[config.mk]
export PLATFORM = sky130hd
export DESIGN_NAME = mem_port_arbiter
export DESIGN_NICKNAME = d
export VERILOG_FILES = /design/src/rtl/mem_port_arbiter.sv
export SDC_FILE = /design/constraint.sdc
export NUM_CORES = 1
export LEC_CHECK = 0
export BUFFER_PORTS_ARGS = -buffer_cell sky130_fd_sc_hd__buf_4
export CAP_MARGIN = 20
export CORE_AREA = 3 3 106 108
export DETAILED_ROUTE_END_ITERATION = 10
export DIE_AREA = 0 0 109 111
export GPL_TIMING_DRIVEN = 0
export PLACE_DENSITY_LB_ADDON = 0.12
export SLEW_MARGIN = 20
export SYNTH_ARGS = -nofsm -noshare
export SYNTH_HDL_FRONTEND = slang
export SYNTH_SLANG_ARGS = --single-unit
[constraint.sdc]
create_clock -name clk -period 5.9 [get_ports clk]
set_clock_uncertainty 0.2 [all_clocks]
set_input_delay 1.475 -clock clk [delete_from_list [all_inputs] [get_ports clk]]
set_output_delay 1.475 -clock clk [all_outputs]
set_load 0.02 [all_outputs]
[src/rtl/mem_port_arbiter.sv]
// mem_port_arbiter
//
// Shares one single-port, synchronous-read SRAM between the instruction-fetch
// requester and the data (load/store) requester. At most one SRAM access is
// issued per cycle. Data has fixed priority. A starvation counter forces a
// pending fetch through after STARVE_MAX consecutive data grants. Read data
// is returned exactly one cycle after the access is issued, with no buffering.
//
// Parameters:
//   STARVE_MAX    consecutive data grants allowed while inst_req is high
//                 before the fetch is forced through (legal range 1..15)
//
// Ports:
//   clk           pipeline clock, all state updates on posedge
//   resetn        asynchronous active-low reset
//   inst_req      fetch request, held until inst_addr_ok
//   inst_addr     fetch address (word aligned)
//   inst_addr_ok  fetch accepted this cycle
//   inst_data_ok  fetch response valid this cycle
//   inst_rdata    fetch data, valid with inst_data_ok
//   data_req      load/store request, held until data_addr_ok
//   data_wstrb    byte write strobes, 4'b0000 means read
//   data_addr     load/store address
//   data_wdata    store data
//   data_addr_ok  data request accepted this cycle
//   data_data_ok  data response valid this cycle (stores included)
//   data_rdata    load data, valid with data_data_ok
//   ram_en        SRAM access enable
//   ram_we        SRAM byte write enables
//   ram_addr      SRAM address
//   ram_wdata     SRAM write data
//   ram_rdata     SRAM read data, valid the cycle after ram_en

module mem_port_arbiter #(
  parameter int unsigned STARVE_MAX = 4
) (
  input  logic        clk,
  input  logic        resetn,

  input  logic        inst_req,
  input  logic [31:0] inst_addr,
  output logic        inst_addr_ok,
  output logic        inst_data_ok,
  output logic [31:0] inst_rdata,

  input  logic        data_req,
  input  logic [3:0]  data_wstrb,
  input  logic [31:0] data_addr,
  input  logic [31:0] data_wdata,
  output logic        data_addr_ok,
  output logic        data_data_ok,
  output logic [31:0] data_rdata,

  output logic        ram_en,
  output logic [3:0]  ram_we,
  output logic [31:0] ram_addr,
  output logic [31:0] ram_wdata,
  input  logic [31:0] ram_rdata
);

  localparam logic [3:0] StarveMax = 4'(STARVE_MAX);

  typedef enum logic [1:0] {
    StIdle,
    StRespI,
    StRespD
  } state_e;

  state_e     state_q, state_d;
  logic [3:0] starve_q, starve_d;
  logic       run_q;

  logic       force_inst;
  logic       grant_data;
  logic       grant_inst;

  // run_q holds every output low until the first posedge after reset release.
  always_ff @(posedge clk or negedge resetn) begin
    if (!resetn) begin
      run_q <= 1'b0;
    end else begin
      run_q <= 1'b1;
    end
  end

  // Grant decision, combinational within the cycle.
  always_comb begin
    force_inst = inst_req & data_req & (starve_q == StarveMax);
    grant_data = run_q & data_req & ~force_inst;
    grant_inst = run_q & inst_req & ~grant_data;
  end

  // Response FSM: the state simply records who was granted last cycle, so
  // back-to-back grants overlap one response with the next accept.
  always_ff @(posedge clk or negedge resetn) begin
    if (!resetn) begin
      state_q <= StIdle;
    end else begin
      state_q <= state_d;
    end
  end

  always_comb begin
    state_d = StIdle;
    if (grant_data) begin
      state_d = StRespD;
    end else if (grant_inst) begin
      state_d = StRespI;
    end
  end

  // Starvation counter: counts data grants that pass over a waiting fetch.
  always_ff @(posedge clk or negedge resetn) begin
    if (!resetn) begin
      starve_q <= 4'd0;
    end else begin
      starve_q <= starve_d;
    end
  end

  always_comb begin
    starve_d = starve_q;
    if (!inst_req || grant_inst) begin
      starve_d = 4'd0;
    end else if (grant_data && (starve_q != StarveMax)) begin
      starve_d = starve_q + 4'd1;
    end
  end

  // SRAM request side.
  always_comb begin
    ram_en       = 1'b0;
    ram_we       = 4'b0000;
    ram_addr     = 32'd0;
    ram_wdata    = 32'd0;
    inst_addr_ok = 1'b0;
    data_addr_ok = 1'b0;
    if (grant_data) begin
      ram_en       = 1'b1;
      ram_we       = data_wstrb;
      ram_addr     = data_addr;
      ram_wdata    = data_wdata;
      data_addr_ok = 1'b1;
    end else if (grant_inst) begin
      ram_en       = 1'b1;
      ram_addr     = inst_addr;
      inst_addr_ok = 1'b1;
    end
  end

  // Response side: SRAM data is routed straight through to the owner.
  always_comb begin
    inst_data_ok = 1'b0;
    inst_rdata   = 32'd0;
    data_data_ok = 1'b0;
    data_rdata   = 32'd0;
    if (run_q) begin
      unique case (state_q)
        StRespI: begin
          inst_data_ok = 1'b1;
          inst_rdata   = ram_rdata;
        end
        StRespD: begin
          data_data_ok = 1'b1;
          data_rdata   = ram_rdata;
        end
        default: ;
      endcase
    end
  end

endmodule

==> flow_metrics.py, run 1 <==
metrics = {
    "clock_network": {
        "clock_latency_ns": 0.22,
        "postCtsSetupRepairBufs": 0,
        "hold_buffers": 0,
        "cts_buffers": 3,
        "cts-root-buf": "clkbuf_8",
        "clock-sinks": 7,
        "cts_resized": 0,
        "cts_buffer_depth": 2,
        "cts.htree.levels": 1,
        "clk_pin_slew_ns": 0.04,
        "cts_tree": "built",
    },
    "grt": {
        "grt_busiest_layer": "met2",
        "antenna_found_initial": 0,
        "grt_util_met2_pct": 26.5,
        "overflow": 0,
        "grt_max_degree": 12,
        "grt.total_usage_pct": 13.2,
        "met3_usage_pct": 3.38,
        "grt_pass1_vias": 2514,
        "grt_pass1_wl_um": 12800,
        "use_met1_pct": 12.8,
    },
    "pwr": {
        "leakagePower_nw": 2.17,
        "power_mw": 0.340,
        "peakVddDrop_uv": 62.3,
        "seq_power_share_pct": 14.9,
        "pwr-share-comb_pct": 65.4,
        "switching_share_pct": 35.3,
        "clock_power_share_pct": 19.7,
        "internal_power_mw": 0.220,
        "p_sw_mw": 0.120,
        "p_per_area_nw_per_um2": 91.3,
    },
    "logic_synthesis": {
        "synth-main-ff-cell": "dfrtp_1",
        "ys_seq_area_share_pct": 11.9,
        "yosys-top-cells-area": "and2_1, a22o_1, and3_1",
        "async_reset_ff_share_pct": 100,
        "yosys_warnings": 0,
        "synth_top_area_share_pct": 27.2,
        "synth-edff-count": 0,
        "synth_area_um2": 1470,
        "synth_seq_cells": 7,
        "avgSynthCellArea_um2": 7.64,
        "synth.distinct_cells": 31,
        "synthCells": 193,
        "yosys.area.top_type": "and2_1",
        "synth_nets": 331,
    },
    "setup_path": {
        "worstSetupStartpointType": "primary input",
        "crit_required_ns": 4.22,
        "crit_fanout": 11,
        "worstSetupPathType": "in2out",
        "arrival_ns": 2.58,
        "ff2ff_setup_slack_ns": 4.28,
        "worst_setup_path_end_kind": "primary output",
    },
    "drt": {
        "via_per_inst": 4.13,
        "routedWlPerCell_um": 14.6,
        "remaining_drc_errors": 0,
        "vias": 2497,
        "ant_nets": 0,
        "drtIter0Drc": 59,
        "postRouteWirelength_um": 8830,
        "first_pass_iters": 4,
    },
    "floorplan": {
        "core-area_um2": 10300,
        "initial_utilization_pct": 14.3,
        "placementRows": 37,
        "dieArea_um2": 12100,
        "die_w_um": 109,
        "fp.dieH_um": 111,
        "io_pins": 273,
    },
    "worst_hold_path": {
        "hp-class": "reg2reg",
    },
    "timing": {
        "rsz0062_at_grt": "no",
        "finalSetupViolCount": 0,
        "tns_ns": 0,
        "finalHoldViolCount": 0,
        "layout_min_cycle_time_ns": 4.26,
        "fmax_mhz": 235,
        "finalMaxSlewViolations": 0,
        "period_share_pct": 72.2,
    },
    "place": {
        "dp_hpwl_um": 7700,
        "place_congestion": 0.793,
        "io_buffers": 271,
        "dp.cells": 600,
    },
    "outcome": {
        "outcome": "finished clean",
    },
    "cells_and_area": {
        "area_growth_pct": 153,
        "layout_commonest_cell": "buf_4",
        "final_core_util_pct": 36.1,
        "final_cell_mix": "buf_4, and2_1, and3_1",
        "diodes": 0,
        "instances_no_fill": 604,
        "layout-drive-gt1-share_pct": 63.7,
        "nets": 607,
    },
    "job": {
        "maxCapViolCount": 0,
    },
}
==> final timing paths <==
check	startpoint	to	cells past startpoint
max	data_req	ram_addr[23]	7
min	starve_q[0]	starve_q[0]	2
min in group asynchronous	resetn	starve_q[1]	1
max reg2reg	starve_q[0]	state_q[0]	5
min reg2reg	starve_q[0]	starve_q[0]	2
max in group asynchronous	resetn	starve_q[3]	1
==> cell type report <==
class,count,area (µm²)
Clock buffer,4,45.0
Tap cell,136,170
Sequential cell,7,175
Buffer,22,148
Timing Repair Buffer,271,2030
Inverter,3,11.3
Multi-Input combinational cell,161,1140
Fill cell,1101,6600
==> cells by family (layout without fill, tap and decap cells) <==
| kind of cell | count (synthesis) | after routing | share of synthesized area, % |
|---|---|---|---|
| buf+inv | 25 | 300 | 10.8 |
| compound gates | 39 | 39 | 23.9 |
| flops | 7 | 7 | 11.9 |
| fa+ha+maj | 2 | 2 | 1.70 |
| simple gates | 119 | 119 | 51.5 |
| other cells | 1 | 1 | 0.254 |
==> through the flow <==
stage | hold slack (ns) | setup WS (ns) | cell area (µm²)
final | 0.385 | 1.64 | 3720
after global routing | 0.442 | 1.56 | 3720
after CTS | 0.390 | 1.62 | 3720
after detailed placement | 0.380 | 1.62 | 3680
after global placement | 0.379 | 1.63 | 3680
after floorplan | 0.340 | 1.87 | 1470
==> power by group through the flow <==
stage / sequential [mW] / combinational [mW] / clock, mW
2_1_floorplan: 0.0512 / 0.0917 / 0
3_3_place_gp: 0.0513 / 0.224 / 0
3_5_place_dp: 0.0514 / 0.225 / 0
4_1_cts: 0.0507 / 0.226 / 0.0688
5_1_grt: 0.0509 / 0.239 / 0.0718
6_report: 0.0507 / 0.222 / 0.0670
==> registers in the layout, indices dropped and copies added (netlist names) <==
signal,count
starve_q,4
state_q,2
run_q,1
==> Yosys cell counts (2+ instances only) <==
cell type,n
ha_1,2
buf_6,7
and2_1,64
nand2_1,2
a22o_2,6
inv_1,2
and3_1,36
clkbuf_1,9
a22o_1,26
a21boi_0,3
buf_2,4
nand3_1,3
buf_4,2
nand2b_1,3
dfrtp_1,7
nand3b_1,2
==> critical path: stages <==
cell and delay [ns]:
buf_4 0.14, and2_2 0.22, nand2_2 0.08, inv_2 0.08, buf_6 0.16, a22o_2 0.27
buf_4 0.16
==> per-layer routing <==
| metal | part of all wire, % | up-vias | wire (µm) |
|---|---|---|---|
| met5 | 0 | - | 0 |
| met1 | 33 | 1086 | 2950 |
| met4 | 1.9 | 0 | 165 |
| met3 | 12 | 12 | 1040 |
| met2 | 53 | 173 | 4690 |
| li1 | - | 1226 | - |
(Power assumes the default switching activity.)
==> run 2, diff against run 1 <==
--- a/config.mk
+++ b/config.mk
@@ -7,9 +7,9 @@
 export LEC_CHECK = 0
 export BUFFER_PORTS_ARGS = -buffer_cell sky130_fd_sc_hd__buf_4
 export CAP_MARGIN = 20
-export CORE_AREA = 3 3 106 108
+export CORE_AREA = 3 3 104 106
 export DETAILED_ROUTE_END_ITERATION = 10
-export DIE_AREA = 0 0 109 111
+export DIE_AREA = 0 0 107 109
 export GPL_TIMING_DRIVEN = 0
 export PLACE_DENSITY_LB_ADDON = 0.12
 export SLEW_MARGIN = 20
==> constraint.sdc (replaced) <==
create_clock -name clk -period 3.93 [get_ports clk]
set_clock_uncertainty 0.2 [all_clocks]
set_input_delay 0.9825 -clock clk [delete_from_list [all_inputs] [get_ports clk]]
set_output_delay 0.9825 -clock clk [all_outputs]
set_load 0.02 [all_outputs]
==> run 2 against run 1 <==
Against the previous run: register-to-register slack got worse by 2.0 ns; sequential power is 50% higher; sequential share of layout area hardly changed; power increased by 50%; combinational power up 50%; utilization rose by 1.6 points; die area down 3.6%; worst setup slack worse by 0.96 ns; highest routed layer unchanged.
==> flow_metrics.py, run 2 (synthesis results as in run 1) <==
metrics = {
    "pwr": {
        "p_per_area_nw_per_um2": 137,
        "leakagePower_nw": 2.17,
        "peakVddDrop_uv": 79.3,
    },
    "grt": {
        "grt_pass1_vias": 2264,
        "grt_pass1_wl_um": 11900,
        "antenna_found_initial": 0,
        "overflow": 0,
        "grt_max_degree": 12,
        "grt.total_usage_pct": 12.8,
    },
    "drt": {
        "remaining_drc_errors": 0,
        "ant_nets": 0,
        "postRouteWirelength_um": 8610,
        "routedWlPerCell_um": 14.3,
        "via_per_inst": 4.08,
        "drtIter0Drc": 95,
        "first_pass_iters": 4,
        "vias": 2451,
    },
    "floorplan": {
        "initial_utilization_pct": 14.9,
        "fp.dieH_um": 109,
        "placementRows": 36,
        "die_w_um": 107,
        "core-area_um2": 9860,
        "dieArea_um2": 11700,
        "io_pins": 273,
    },
    "timing": {
        "rsz0062_at_grt": "no",
        "finalHoldViolCount": 0,
        "tns_ns": 0,
        "finalMaxSlewViolations": 0,
        "layout_min_cycle_time_ns": 3.25,
        "finalSetupViolCount": 0,
        "period_share_pct": 82.6,
        "fmax_mhz": 308,
    },
    "cells_and_area": {
        "regMostFlops": "starve_q",
        "nets": 607,
        "layout-drive-gt1-share_pct": 63.7,
        "layout_commonest_cell": "buf_4",
        "final_core_util_pct": 37.7,
        "reg_top3": "starve_q x4, state_q x2, run_q x1",
        "largest_reg_flops": 4,
        "area_growth_pct": 152,
        "final_cell_mix": "buf_4, and2_1, and3_1",
        "diodes": 0,
    },
    "worst_hold_path": {
        "hp-class": "in2async",
    },
    "job": {
        "maxCapViolCount": 0,
    },
    "setup_path": {
        "crit_required_ns": 2.75,
        "worstSetupStartpointType": "primary input",
        "crit_slowest_cell": "a22o_2",
        "arrival_ns": 2.06,
        "critical-path-max-stage-delay_ns": 0.26,
        "cp_top_family": "buffers and inverters",
        "critical_path.cell_chain": "buf_4 -> and2_2 -> nand2_2 -> inv_2 -> buf_6 -> a22o_2 -> buf_4",
        "worstSetupPathType": "in2out",
        "r2r_start": "starve_q[0]",
        "crit_fanout": 11,
        "worst_setup_path_end_kind": "primary output",
        "path_common_cell": "buf_4",
        "cp.buffers_inverters": 4,
        "startpoint": "data_req",
    },
    "clock_network": {
        "hold_buffers": 0,
        "cts_buffers": 3,
        "cts_resized": 0,
        "cts-root-buf": "clkbuf_8",
        "clk_pin_slew_ns": 0.04,
        "clock-sinks": 7,
        "cts_tree": "built",
        "postCtsSetupRepairBufs": 0,
        "clock_latency_ns": 0.23,
        "cts.htree.levels": 1,
        "cts_buffer_depth": 2,
    },
    "place": {
        "place_congestion": 0.741,
        "dp_hpwl_um": 7600,
        "io_buffers": 271,
    },
    "outcome": {
        "outcome": "finished clean",
    },
}
[run 2: path summary, 6_finish.rpt]
path | end | slack, ns | cells past startpoint
min in group clk | starve_q[1] | 0.39 | 2
min reg2reg | starve_q[1] | 0.39 | 2
min | starve_q[0] | 0.36 | 1
max in group asynchronous | starve_q[2] | 3.04 | 1
max reg2reg | state_q[0] | 2.31 | 5
max | ram_addr[23] | 0.68 | 7
[run 2: per-layer routing]
layer  global-route usage, %  up-vias  wire length (µm)
met1                    12.6     1068              2750
li1                        -     1225                 -
met4                    1.92        0                46
met3                    3.91        4               898
met2                    26.6      154              4910
met5                       0        -                 0
[run 2: worst reg2reg max path, cell delays in order (launching register included)]
cell	delay, ns
dfrtp_1	0.41
inv_1	0.09
ha_1	0.22
nand3b_1	0.14
a21oi_4	0.28
buf_6	0.20
[run 2: where the power goes]
part	switching, mW	internal (mW)	total [mW]
Clock	0.0320	0.0703	0.102
Combinational	0.146	0.185	0.332
Sequential	0.00150	0.0747	0.0762
Total	0.180	0.330	0.510
[run 2: area by class of cell]
class                   count  area [µm²]
plain buffers              22         148
clock buffers               4        45.0
flip-flops and latches      7         175
fillers                  1034        6140
inverters                   3        11.3
multi-input cells         161        1140
well taps                 133         166
repair buffers            271        2030
[run 2: through the flow]
step / hold slack [ns] / setup slack (ns) / area (µm²) / instances / power [mW]
3_5_place_dp: 0.392 / 0.658 / 3670 / 597 / 0.414
3_3_place_gp: 0.380 / 0.671 / 3670 / 597 / 0.411
2_1_floorplan: 0.340 / 0.886 / 1470 / 193 / 0.214
6_report: 0.364 / 0.683 / 3720 / 601 / 0.510
4_1_cts: 0.362 / 0.658 / 3720 / 601 / 0.519
5_1_grt: 0.360 / 0.573 / 3720 / 601 / 0.544
==> run 3, diff against run 2 <==
==> constraint.sdc (replaced) <==
create_clock -name clk -period 2.95 [get_ports clk]
set_clock_uncertainty 0.2 [all_clocks]
set_input_delay 0.7375 -clock clk [delete_from_list [all_inputs] [get_ports clk]]
set_output_delay 0.7375 -clock clk [all_outputs]
set_load 0.02 [all_outputs]
==> run 3 against run 2 <==
Against the previous run: largest power group unchanged; worst setup slack got worse by 0.52 ns; via count decreased by 0.33%; non-clock buffer count decreased by 1; die area unchanged; first-iteration DRC count increased by 9.5%; hold slack got worse by 0.24 ns; combinational power increased by 33%; critical path depth unchanged; global-route usage unchanged; clock-buffer cell count unchanged; final cell count decreased by 0.17%; sequential share of layout area about the same.
==> flow_metrics.py, run 3 (synthesis results as in run 1) <==
metrics = {
    "outcome": {
        "outcome": "finished clean",
    },
    "pwr": {
        "peakVddDrop_uv": 106,
        "leakagePower_nw": 2.16,
        "power_mw": 0.680,
        "seq_power_share_pct": 14.9,
        "internal_power_mw": 0.440,
        "clock_power_share_pct": 20.0,
        "p_per_area_nw_per_um2": 183,
        "switching_share_pct": 35.2,
        "pwr-share-comb_pct": 65.0,
        "p_sw_mw": 0.239,
    },
    "drt": {
        "via_per_inst": 4.07,
        "drtIter0Drc": 104,
        "first_pass_iters": 4,
        "postRouteWirelength_um": 8600,
        "ant_nets": 0,
        "vias": 2443,
        "remaining_drc_errors": 0,
        "routedWlPerCell_um": 14.3,
    },
    "clock_network": {
        "cts_buffer_depth": 2,
        "cts_resized": 0,
        "cts.htree.levels": 1,
        "clock_latency_ns": 0.23,
        "cts_tree": "built",
        "clk_pin_slew_ns": 0.04,
        "cts_buffers": 3,
        "postCtsSetupRepairBufs": 0,
        "hold_buffers": 0,
        "cts-root-buf": "clkbuf_8",
        "clock-sinks": 7,
    },
    "timing": {
        "fmax_mhz": 359,
        "hold_ws_ns": 0.119,
        "period_share_pct": 94.5,
        "finalSetupViolCount": 0,
        "setup_slack_ns": 0.163,
        "layout_min_cycle_time_ns": 2.79,
        "finalHoldViolCount": 0,
        "finalMaxSlewViolations": 0,
        "tns_ns": 0,
        "rsz0062_at_grt": "no",
    },
    "cells_and_area": {
        "final_cell_mix": "buf_4, and2_1, and3_1",
        "nets": 606,
        "final_core_util_pct": 37.7,
        "layout-drive-gt1-share_pct": 63.8,
        "instances_no_fill": 600,
        "largest_reg_flops": 4,
        "final_cell_area_um2": 3720,
        "diodes": 0,
        "area_growth_pct": 152,
        "fillers": 1035,
        "multi_input_area_um2": 1140,
        "reg_top3": "starve_q x4, state_q x2, run_q x1",
        "seqCellArea_um2": 175,
        "layout_commonest_cell": "buf_4",
        "regMostFlops": "starve_q",
    },
    "place": {
        "post-place-ws_ns": 0.168,
        "postPlaceCellArea_um2": 3670,
        "place_congestion": 0.741,
        "dp_hpwl_um": 7600,
        "dp.cells": 597,
        "io_buffers": 271,
    },
    "grt": {
        "grt_pass1_vias": 2264,
        "overflow": 0,
        "grt.total_usage_pct": 12.8,
        "grt_pass1_wl_um": 11900,
        "antenna_found_initial": 0,
        "grt_max_degree": 12,
    },
    "floorplan": {
        "die_w_um": 107,
        "placementRows": 36,
        "dieArea_um2": 11700,
        "io_pins": 273,
        "core-area_um2": 9860,
        "fp.dieH_um": 109,
        "initial_utilization_pct": 14.9,
    },
    "setup_path": {
        "crit_required_ns": 2.01,
        "arrival_ns": 1.85,
        "worstSetupPathType": "reg2out",
        "worstSetupStartpointType": "flop",
        "worst_setup_path_end_kind": "primary output",
        "crit_fanout": 11,
    },
    "job": {
        "maxCapViolCount": 0,
    },
    "worst_hold_path": {
        "hp-class": "in2async",
    },
}
-- run 3: changes by cell type in the layout (fill, tap and decap cells not counted), sizes merged --
cell,before,now
clkbuf,13,12
-- run 3: layout make-up --
type                    instances  share of cell area (%)
inverters                       3                   0.303
clock buffers                   4                    1.21
well taps                     133                    4.48
repair buffers                271                    54.7
flip-flops and latches          7                    4.71
plain buffers                  21                    3.87
multi-input cells             161                    30.7
-- run 3: power groups by stage --
stage | Combinational, mW | Clock [mW] | Sequential [mW]
floorplan | 0.183 | 0 | 0.102
global placement | 0.445 | 0 | 0.103
detailed placement | 0.449 | 0 | 0.103
CTS | 0.449 | 0.141 | 0.101
global route | 0.474 | 0.149 | 0.102
finish | 0.442 | 0.136 | 0.101
-- run 3: final timing paths --
| path | start | to | slack, ns | cells after the start |
|---|---|---|---|---|
| worst max-delay path | starve_q[0] | ram_addr[24] | 0.16 | 7 |
| worst min-delay path | resetn | starve_q[0] | 0.12 | 1 |
| worst max register to register | starve_q[0] | state_q[0] | 1.33 | 5 |
| worst min register to register | starve_q[1] | starve_q[1] | 0.39 | 2 |
| max in group asynchronous | resetn | starve_q[2] | 2.30 | 1 |
| min in group clk | starve_q[1] | starve_q[1] | 0.39 | 2 |
-- run 3: layer usage --
metal / vias up / GRT usage, % / wire, µm
met5: - / 0 / 0
met4: 0 / 1.92 / 46
met3: 4 / 3.91 / 889
met2: 152 / 26.6 / 4910
met1: 1064 / 12.6 / 2750
li1: 1223 / - / -
-- run 3: worst max-delay path, cell delays in order, from the launching register on --
cell	delay [ns]
dfrtp_1	0.41
inv_1	0.09
ha_1	0.22
nand3b_1	0.14
a21oi_4	0.28
buf_6	0.20
a22o_1	0.14
buf_4	0.14
